[src/rtl/vga_timing_gen.sv]
// Parametrised raster timing generator: pixel/line counters, sync and blank
// generation, line/frame strobes and a frame counter, all registered.
`timescale 1ns/1ps
module vga_timing_gen #(
  parameter int H_ACTIVE   = 1024,
  parameter int H_FP       = 24,
  parameter int H_SYNC     = 136,
  parameter int H_BP       = 160,
  parameter int V_ACTIVE   = 768,
  parameter int V_FP       = 3,
  parameter int V_SYNC     = 6,
  parameter int V_BP       = 29,
  parameter int HSYNC_POL  = 0,
  parameter int VSYNC_POL  = 0,
  parameter int SYNC_DELAY = 0,
  parameter int HCOUNT_W   = 12,
  parameter int VCOUNT_W   = 11,
  parameter int FRAME_W    = 8
) (
  input  logic                vclock_in,
  input  logic                reset_in,
  input  logic                pixel_en_in,
  output logic [HCOUNT_W-1:0] hcount_out,
  output logic [VCOUNT_W-1:0] vcount_out,
  output logic                hsync_out,
  output logic                vsync_out,
  output logic                blank_out,
  output logic                line_start_out,
  output logic                frame_start_out,
  output logic [FRAME_W-1:0]  frame_count_out
);

  localparam int H_TOTAL = H_ACTIVE + H_FP + H_SYNC + H_BP;
  localparam int V_TOTAL = V_ACTIVE + V_FP + V_SYNC + V_BP;

  localparam logic [HCOUNT_W-1:0] H_LAST = HCOUNT_W'(H_TOTAL - 1);
  localparam logic [HCOUNT_W-1:0] H_VIS  = HCOUNT_W'(H_ACTIVE);
  localparam logic [HCOUNT_W-1:0] HS_BEG = HCOUNT_W'(H_ACTIVE + H_FP);
  localparam logic [HCOUNT_W-1:0] HS_END = HCOUNT_W'(H_ACTIVE + H_FP + H_SYNC);
  localparam logic [VCOUNT_W-1:0] V_LAST = VCOUNT_W'(V_TOTAL - 1);
  localparam logic [VCOUNT_W-1:0] V_VIS  = VCOUNT_W'(V_ACTIVE);
  localparam logic [VCOUNT_W-1:0] VS_BEG = VCOUNT_W'(V_ACTIVE + V_FP);
  localparam logic [VCOUNT_W-1:0] VS_END = VCOUNT_W'(V_ACTIVE + V_FP + V_SYNC);

  localparam logic HS_ON = (HSYNC_POL != 0);
  localparam logic VS_ON = (VSYNC_POL != 0);

  if (H_ACTIVE < 1 || H_FP < 1 || H_SYNC < 1 || H_BP < 1 ||
      V_ACTIVE < 1 || V_FP < 1 || V_SYNC < 1 || V_BP < 1) begin : g_bad_timing
    $error("vga_timing_gen: every timing parameter must be at least 1");
  end
  if (longint'(H_TOTAL) > (longint'(1) << HCOUNT_W)) begin : g_bad_hw
    $error("vga_timing_gen: H_TOTAL does not fit in HCOUNT_W bits");
  end
  if (longint'(V_TOTAL) > (longint'(1) << VCOUNT_W)) begin : g_bad_vw
    $error("vga_timing_gen: V_TOTAL does not fit in VCOUNT_W bits");
  end
  if (SYNC_DELAY < 0 || SYNC_DELAY > 15) begin : g_bad_dly
    $error("vga_timing_gen: SYNC_DELAY must be in 0..15");
  end

  function automatic logic blank_of(input logic [HCOUNT_W-1:0] h,
                                    input logic [VCOUNT_W-1:0] v);
    return (h >= H_VIS) || (v >= V_VIS);
  endfunction

  function automatic logic hsync_lvl(input logic [HCOUNT_W-1:0] h);
    return ((h >= HS_BEG) && (h < HS_END)) ? HS_ON : ~HS_ON;
  endfunction

  function automatic logic vsync_lvl(input logic [VCOUNT_W-1:0] v);
    return ((v >= VS_BEG) && (v < VS_END)) ? VS_ON : ~VS_ON;
  endfunction

  logic [HCOUNT_W-1:0] h_nxt;
  logic [VCOUNT_W-1:0] v_nxt;
  logic [FRAME_W-1:0]  frame_nxt;

  always_comb begin
    h_nxt     = hcount_out + 1'b1;
    v_nxt     = vcount_out;
    frame_nxt = frame_count_out;
    if (hcount_out == H_LAST) begin
      h_nxt = '0;
      if (vcount_out == V_LAST) begin
        v_nxt     = '0;
        frame_nxt = frame_count_out + 1'b1;
      end else begin
        v_nxt = vcount_out + 1'b1;
      end
    end
  end

  // Stage p0: counts, strobes and raw sync/blank for the same pixel.
  // Raw values are derived from the next counts so they land with them.
  logic blank_p0, hsync_p0, vsync_p0;

  always_ff @(posedge vclock_in) begin
    if (reset_in) begin
      hcount_out      <= '0;
      vcount_out      <= '0;
      frame_count_out <= '0;
      line_start_out  <= 1'b1;
      frame_start_out <= 1'b1;
      blank_p0        <= 1'b0;
      hsync_p0        <= ~HS_ON;
      vsync_p0        <= ~VS_ON;
    end else if (pixel_en_in) begin
      hcount_out      <= h_nxt;
      vcount_out      <= v_nxt;
      frame_count_out <= frame_nxt;
      line_start_out  <= (h_nxt == '0);
      frame_start_out <= (h_nxt == '0) && (v_nxt == '0);
      blank_p0        <= blank_of(h_nxt, v_nxt);
      hsync_p0        <= hsync_lvl(h_nxt);
      vsync_p0        <= vsync_lvl(v_nxt);
    end
  end

  // Stages p1..pD: enable-gated delay line for {blank, vsync, hsync}.
  if (SYNC_DELAY == 0) begin : g_nodly
    assign blank_out = blank_p0;
    assign hsync_out = hsync_p0;
    assign vsync_out = vsync_p0;
  end else begin : g_dly
    logic [2:0] dly_p1 [SYNC_DELAY];

    always_ff @(posedge vclock_in) begin
      if (reset_in) begin
        for (int i = 0; i < SYNC_DELAY; i++) begin
          dly_p1[i] <= {1'b1, ~VS_ON, ~HS_ON};
        end
      end else if (pixel_en_in) begin
        dly_p1[0] <= {blank_p0, vsync_p0, hsync_p0};
        for (int i = 1; i < SYNC_DELAY; i++) begin
          dly_p1[i] <= dly_p1[i-1];
        end
      end
    end

    assign {blank_out, vsync_out, hsync_out} = dly_p1[SYNC_DELAY-1];
  end

endmodule

[config.mk]
export PLATFORM = sky130hd
export DESIGN_NAME = vga_timing_gen
export DESIGN_NICKNAME = d
export VERILOG_FILES = /design/src/rtl/vga_timing_gen.sv
export SDC_FILE = /design/constraint.sdc
export NUM_CORES = 1
export LEC_CHECK = 0
export CAP_MARGIN = 10
export CORE_ASPECT_RATIO = 0.5
export CORE_UTILIZATION = 38
export CTS_CLUSTER_DIAMETER = 120
export DETAILED_ROUTE_END_ITERATION = 8
export HOLD_SLACK_MARGIN = 0.06
export PLACE_DENSITY = 0.58
export SLEW_MARGIN = 20
export SYNTH_ARGS = -nofsm -noshare
export SYNTH_HDL_FRONTEND = slang
export SYNTH_SLANG_ARGS = --single-unit
[constraint.sdc]
create_clock -name vclock_in -period 5.7 [get_ports vclock_in]
set_input_delay 0.57 -clock vclock_in [delete_from_list [all_inputs] [get_ports vclock_in]]
set_output_delay 0.57 -clock vclock_in [all_outputs]
set_load 0.05 [all_outputs]
* Yosys cells after proc, flatten, opt, wreduce, memory -nomap -nowiden *
Cells that the tools add are included.

storage, ports and cells
  register bits after elaboration = 36

operators by class
  equality and inequality tests = 2
  muxes and demuxes = 5
  add/sub/neg operators = 3
  order comparisons = 6
  reductions and logical operators = 7

operators with widths
  kind                   number
  $ge 12x11->1 const B   2
  $ge 11x10->1 const B   2
  $mux 11                2
  $add 12x1->12 const B  1
  $eq 12x11->1 const B   1
  $logic_not 12->1       1
  $lt 12x11->1 const B   1
  $mux 12                1
  $add 11x1->11 const B  1
  $eq 11x10->1 const B   1
  $logic_not 11->1       1
  $lt 11x10->1 const B   1
  $add 8x1->8 const B    1
  $logic_and 1x1->1      3
  $reduce_and 3->1       1
  $mux 1                 2
  $logic_or 1x1->1       1

* Logic depth before layout (Yosys ltp) *
  word-level depth = 6
  depth in mapped cells = 9
  depth with buffers taken out = 8

* Least setup slack after synthesis *
OpenSTA, ideal clock, no wires.

  path kind = register to register
  from = register hcount_out[0]
  to = register frame_start_out
  stages on the path, launching flop included = 8
  arrival = 2.919 ns
  clock period less this slack = 3.015 ns
  path slack = 2.685 ns
  cell sequence = dfxtp_1 > ha_1 > inv_1 > or4_4 > buf_6 > o21a_1 > or4_4 > o41ai_2

between the ends
  longest elaborated chain between the ends = 4
  elaborated cells between the ends (all ways) = 7
  those cells by class = 1 x add/sub; 1 x eq/ne; 2 x mux; 3 x reduce/logical

ends and longest elaborated chain
  what                                                  RTL line  text
  start: declaration                                    23        output logic [HCOUNT_W-1:0] hcount_out,
  start signal: assignment                              109       hcount_out <= h_nxt;
  $add 12x1->12 or $eq 12x11->1 (tied branches)         80, 83
  $mux 12 or $mux 11 (tied branches)                    83        if (hcount_out == H_LAST) begin
  $logic_not 12->1 or $logic_not 11->1 (tied branches)  113       frame_start_out <= (h_nxt == '0) && (v_nxt == '0);
  $logic_and 1x1->1 *                                   113
  end signal: assignment                                113
  end: declaration                                      29        output logic frame_start_out,

Every way passes the cells marked *; elsewhere a longest branch is shown, timed or not.
A chain may end at the register's enable or synchronous reset.

* Final worst setup path *
Ends and elaborated chain as after synthesis.

==> impl_metrics.env <==
export IMPL_outcome="finished, final reports clean"
export IMPL_instances_no_fill=385
export IMPL_power_uw=610.2
export IMPL_setup_worst_path_end="frame_start_out$_SDFFE_PP1P_"
export IMPL_design_area_sq_um=2756
export IMPL_power_per_cell_area_nw_per_um2=221.4
export IMPL_combinationalPowerShare_pct=11.2
export IMPL_io_buffers=38
export IMPL_die_area_sq_um=6112
export IMPL_hold_viol=0
export IMPL_num_rows=19
export IMPL_fin_tns_setup_ns=0
export IMPL_yosys_area_top_type="dfxtp_1"
export IMPL_drt_pass1_iter_count=4
export IMPL_cts_sink_count=36
export IMPL_grt_pass1_wl_um=9308
export IMPL_ff2ff_path_depth=8
export IMPL_pre_cts_slack_ns=2.803
export IMPL_dieHeight_um=55.79
export IMPL_p_int_uw=455.8
export IMPL_regToRegSetupSlack_ns=2.72
export IMPL_startpoint="hcount_out[0]$_SDFFE_PP0P_"
export IMPL_slowest_delay_ns=0.50
export IMPL_avgViaCountPerCell=5.577
export IMPL_num_io_pins=39
export IMPL_synth_area_sq_um=2198
export IMPL_num_vias=2147
export IMPL_syn_num_nets=288
export IMPL_power_share_clock_pct=45.1
export IMPL_crit_fanout=14
export IMPL_fp_coreArea_sq_um=5539
export IMPL_place_gp_congestion=0.8946
export IMPL_die_width_um=109.6
export IMPL_cts_made_buffers=5
export IMPL_synth_common_cells="36 x dfxtp_1, 36 x nor2_1, 28 x nand2_1"
export IMPL_post_cts_buffers=0
export IMPL_antennaDiodeCount=0
export IMPL_drt_iter0_markers=142
export IMPL_synth_edf_count=0
export IMPL_clk_pin_slew_ns=0.06
export IMPL_drv_cap=0
export IMPL_grt_overflow=0
export IMPL_cts_path_max_buffers=2
export IMPL_p_seq_share_pct=43.8
export IMPL_drc=0
export IMPL_switching_share_pct=25.30
export IMPL_fin_crit_sh_pct=52.23
export IMPL_finalSetupViolations=0
export IMPL_tightest_slew_ns=0.5984
export IMPL_grt_pass1_vias=1943
export IMPL_fin_worst_skew_ns=0.004383
export IMPL_drt_total_wl_um=5694
export IMPL_hp_class="reg -> reg"
export IMPL_detail_route_antenna_nets=0
export IMPL_routedWlPerCell_um=14.79
export IMPL_cp_end_kind="flop"
export IMPL_nNetsFinal=318
export IMPL_regToRegStartpoint="hcount_out[0]$_SDFFE_PP0P_"
export IMPL_cp_required_ns=5.88
export IMPL_relSlewSlack_pct=59.80
export IMPL_antenna_found_initial=0
export IMPL_cts_hold_buf=0
export IMPL_setup_worst_path_class="reg -> reg"
export IMPL_ys_seq_area_share_pct=32.78
export IMPL_grt_setup_unrepaired="no"
export IMPL_maxSlewViolCount=0
export IMPL_worstPathArrival_ns=3.16
export IMPL_synth_top_cell_area_share_pct=32.78
export IMPL_max_freq_mhz=335.9
export IMPL_grt_usage_pct=19.39
export IMPL_critPathTopFamily="simple AND/OR/NAND/NOR gates"
export IMPL_synthFlopType="dfxtp_1"
export IMPL_async_flop_share_pct=0
export IMPL_cpMaxStageDelayCell="dfxtp_1"
export IMPL_netlist_top_cells_area="dfxtp_1 33%, nor2_1 6.1%, nand2_1 4.8%"
export IMPL_switchingPower_uw=154.4
export IMPL_period_needed_ns=2.977
export IMPL_netlist_instances=281
export IMPL_ir_drop_mv=0.1353
export IMPL_worst_slack_ns=2.723
export IMPL_drive_gt1_share_pct=5.449
export IMPL_grt_max_degree=38
export IMPL_path_cells="ha_1, inv_1, nor4_2, buf_4, mux2i_1, nand2_1, or4_4, o41ai_2"
export IMPL_dp_hpwl_um=3918
export IMPL_cts_tree="built"
export IMPL_clockRootBuffer="clkbuf_16"
export IMPL_cts_max_level=2
export IMPL_dpl_cell_area_sq_um=2610
export IMPL_worstSetupPathDepth=8
export IMPL_yosysUniqueCellTypes=50
export IMPL_leakage_nw=0.9280
export IMPL_place_inst=377
export IMPL_startpoint_type="flop"
export IMPL_cts_resized=0
export IMPL_area_growth_pct=25.38
export IMPL_avgSynthCellArea_sq_um=7.823
export IMPL_initial_core_util_pct=39.69
export IMPL_clock_latency_ns=0.27
export IMPL_worst_r2r_endpoint="frame_start_out$_SDFFE_PP1P_"
export IMPL_cp_num_buf_inv=2
export IMPL_yosys_register_bits=36
export IMPL_yosysWarnings=0
[logic make-up (layout without fill, tap and decap cells)]
family	Yosys count	count (layout)	share of synthesized area [%]
adders and majority gates	4	4	2.277
and+or+nand+nor	133	133	31.99
AOI/OAI and AO/OA	60	60	18.56
DFF	36	36	32.78
buffers and inverters	25	56	4.951
xor gates and xnor gates	19	19	7.570
muxes	4	4	1.878
[sequential cells by signal, indices dropped and copies added, names as in the netlist]
register and cells:
blank_out 1, frame_count_out 8, frame_start_out 1, hcount_out 12
hsync_out 1, line_start_out 1, vcount_out 11, vsync_out 1
[metrics by stage]
stage / util, % / hold slack [ns]
2_1_floorplan: - / 0.7000
3_3_place_gp: 47.12 / 0.4848
3_5_place_dp: 47.12 / 0.4877
4_1_cts: 49.76 / 0.4951
5_1_grt: 49.76 / 0.5183
6_report: 49.76 / 0.4920
[tightest hold or removal path, delay by kind of cell, from the launching register on]
kind	cells	cell delay (ns)
flip-flops	1	0.31
AND/OR/NAND/NOR	1	0.08
AO/OA/AOI/OAI	1	0.05
[routing by layer]
metal | global-route usage [%] | share of wire, % | up-vias | wire length [um]
met5 | 0 | 0 | - | 0
met4 | 4.571 | 0.56 | 0 | 32
met3 | 4.918 | 6.3 | 5 | 361
li1 | - | - | 1092 | -
met1 | 28.13 | 50 | 987 | 2866
met2 | 28.57 | 43 | 63 | 2434
[how the worst min path moves through the flow]
| stage | depth (start not counted) | slack (ns) | to | startpoint |
|---|---|---|---|---|
| detailed placement | 2 | 0.49 | blank_out$_SDFFE_PP0P_ | blank_out$_SDFFE_PP0P_ |
| CTS | 2 | 0.50 | blank_out$_SDFFE_PP0P_ | blank_out$_SDFFE_PP0P_ |
| global placement | 2 | 0.48 | line_start_out$_SDFFE_PP1P_ | line_start_out$_SDFFE_PP1P_ |
| finish | 2 | 0.49 | blank_out$_SDFFE_PP0P_ | blank_out$_SDFFE_PP0P_ |
| floorplan | 2 | 0.70 | blank_out$_SDFFE_PP0P_ | blank_out$_SDFFE_PP0P_ |
| global route | 2 | 0.52 | frame_count_out[5]$_SDFFE_PP0P_ | frame_count_out[5]$_SDFFE_PP0P_ |
[cell type report]
| type | count | area (sq um) |
|---|---|---|
| sequential | 36 | 720.7 |
| inverter | 7 | 26.28 |
| fill | 550 | 2783 |
| tap | 73 | 91.34 |
| timing repair buffer | 41 | 402.9 |
| multi-input combinational | 220 | 1369 |
| clock buffer | 8 | 146.4 |
[power by group through the flow]
stage                     sequential (mW)  clock (mW)  combinational [mW]
final                               0.267       0.275              0.0682
after global routing                0.268       0.296              0.0733
after CTS                           0.267       0.282              0.0682
after detailed placement            0.272           0              0.0678
after global placement              0.272           0              0.0676
after floorplan                     0.288           0              0.0308
[layout by cell type (no fill, tap or decap), types with 5 or more instances in the layout]
master	synthesis	layout
clkdlybuf4s50_1	0	38
nor3_1	12	12
inv_1	6	6
xnor2_1	10	10
nand3_1	10	10
dfxtp_1	36	36
a21oi_1	14	14
nor2_1	36	36
nor4_1	5	5
o21ai_0	10	10
a211oi_1	6	6
and3_1	7	7
or3_1	5	5
nand2_1	28	28
nand4_1	9	9
xor2_1	9	9
a31oi_1	9	9
clkbuf_16	0	5
Power figures use the tool's default switching activity.
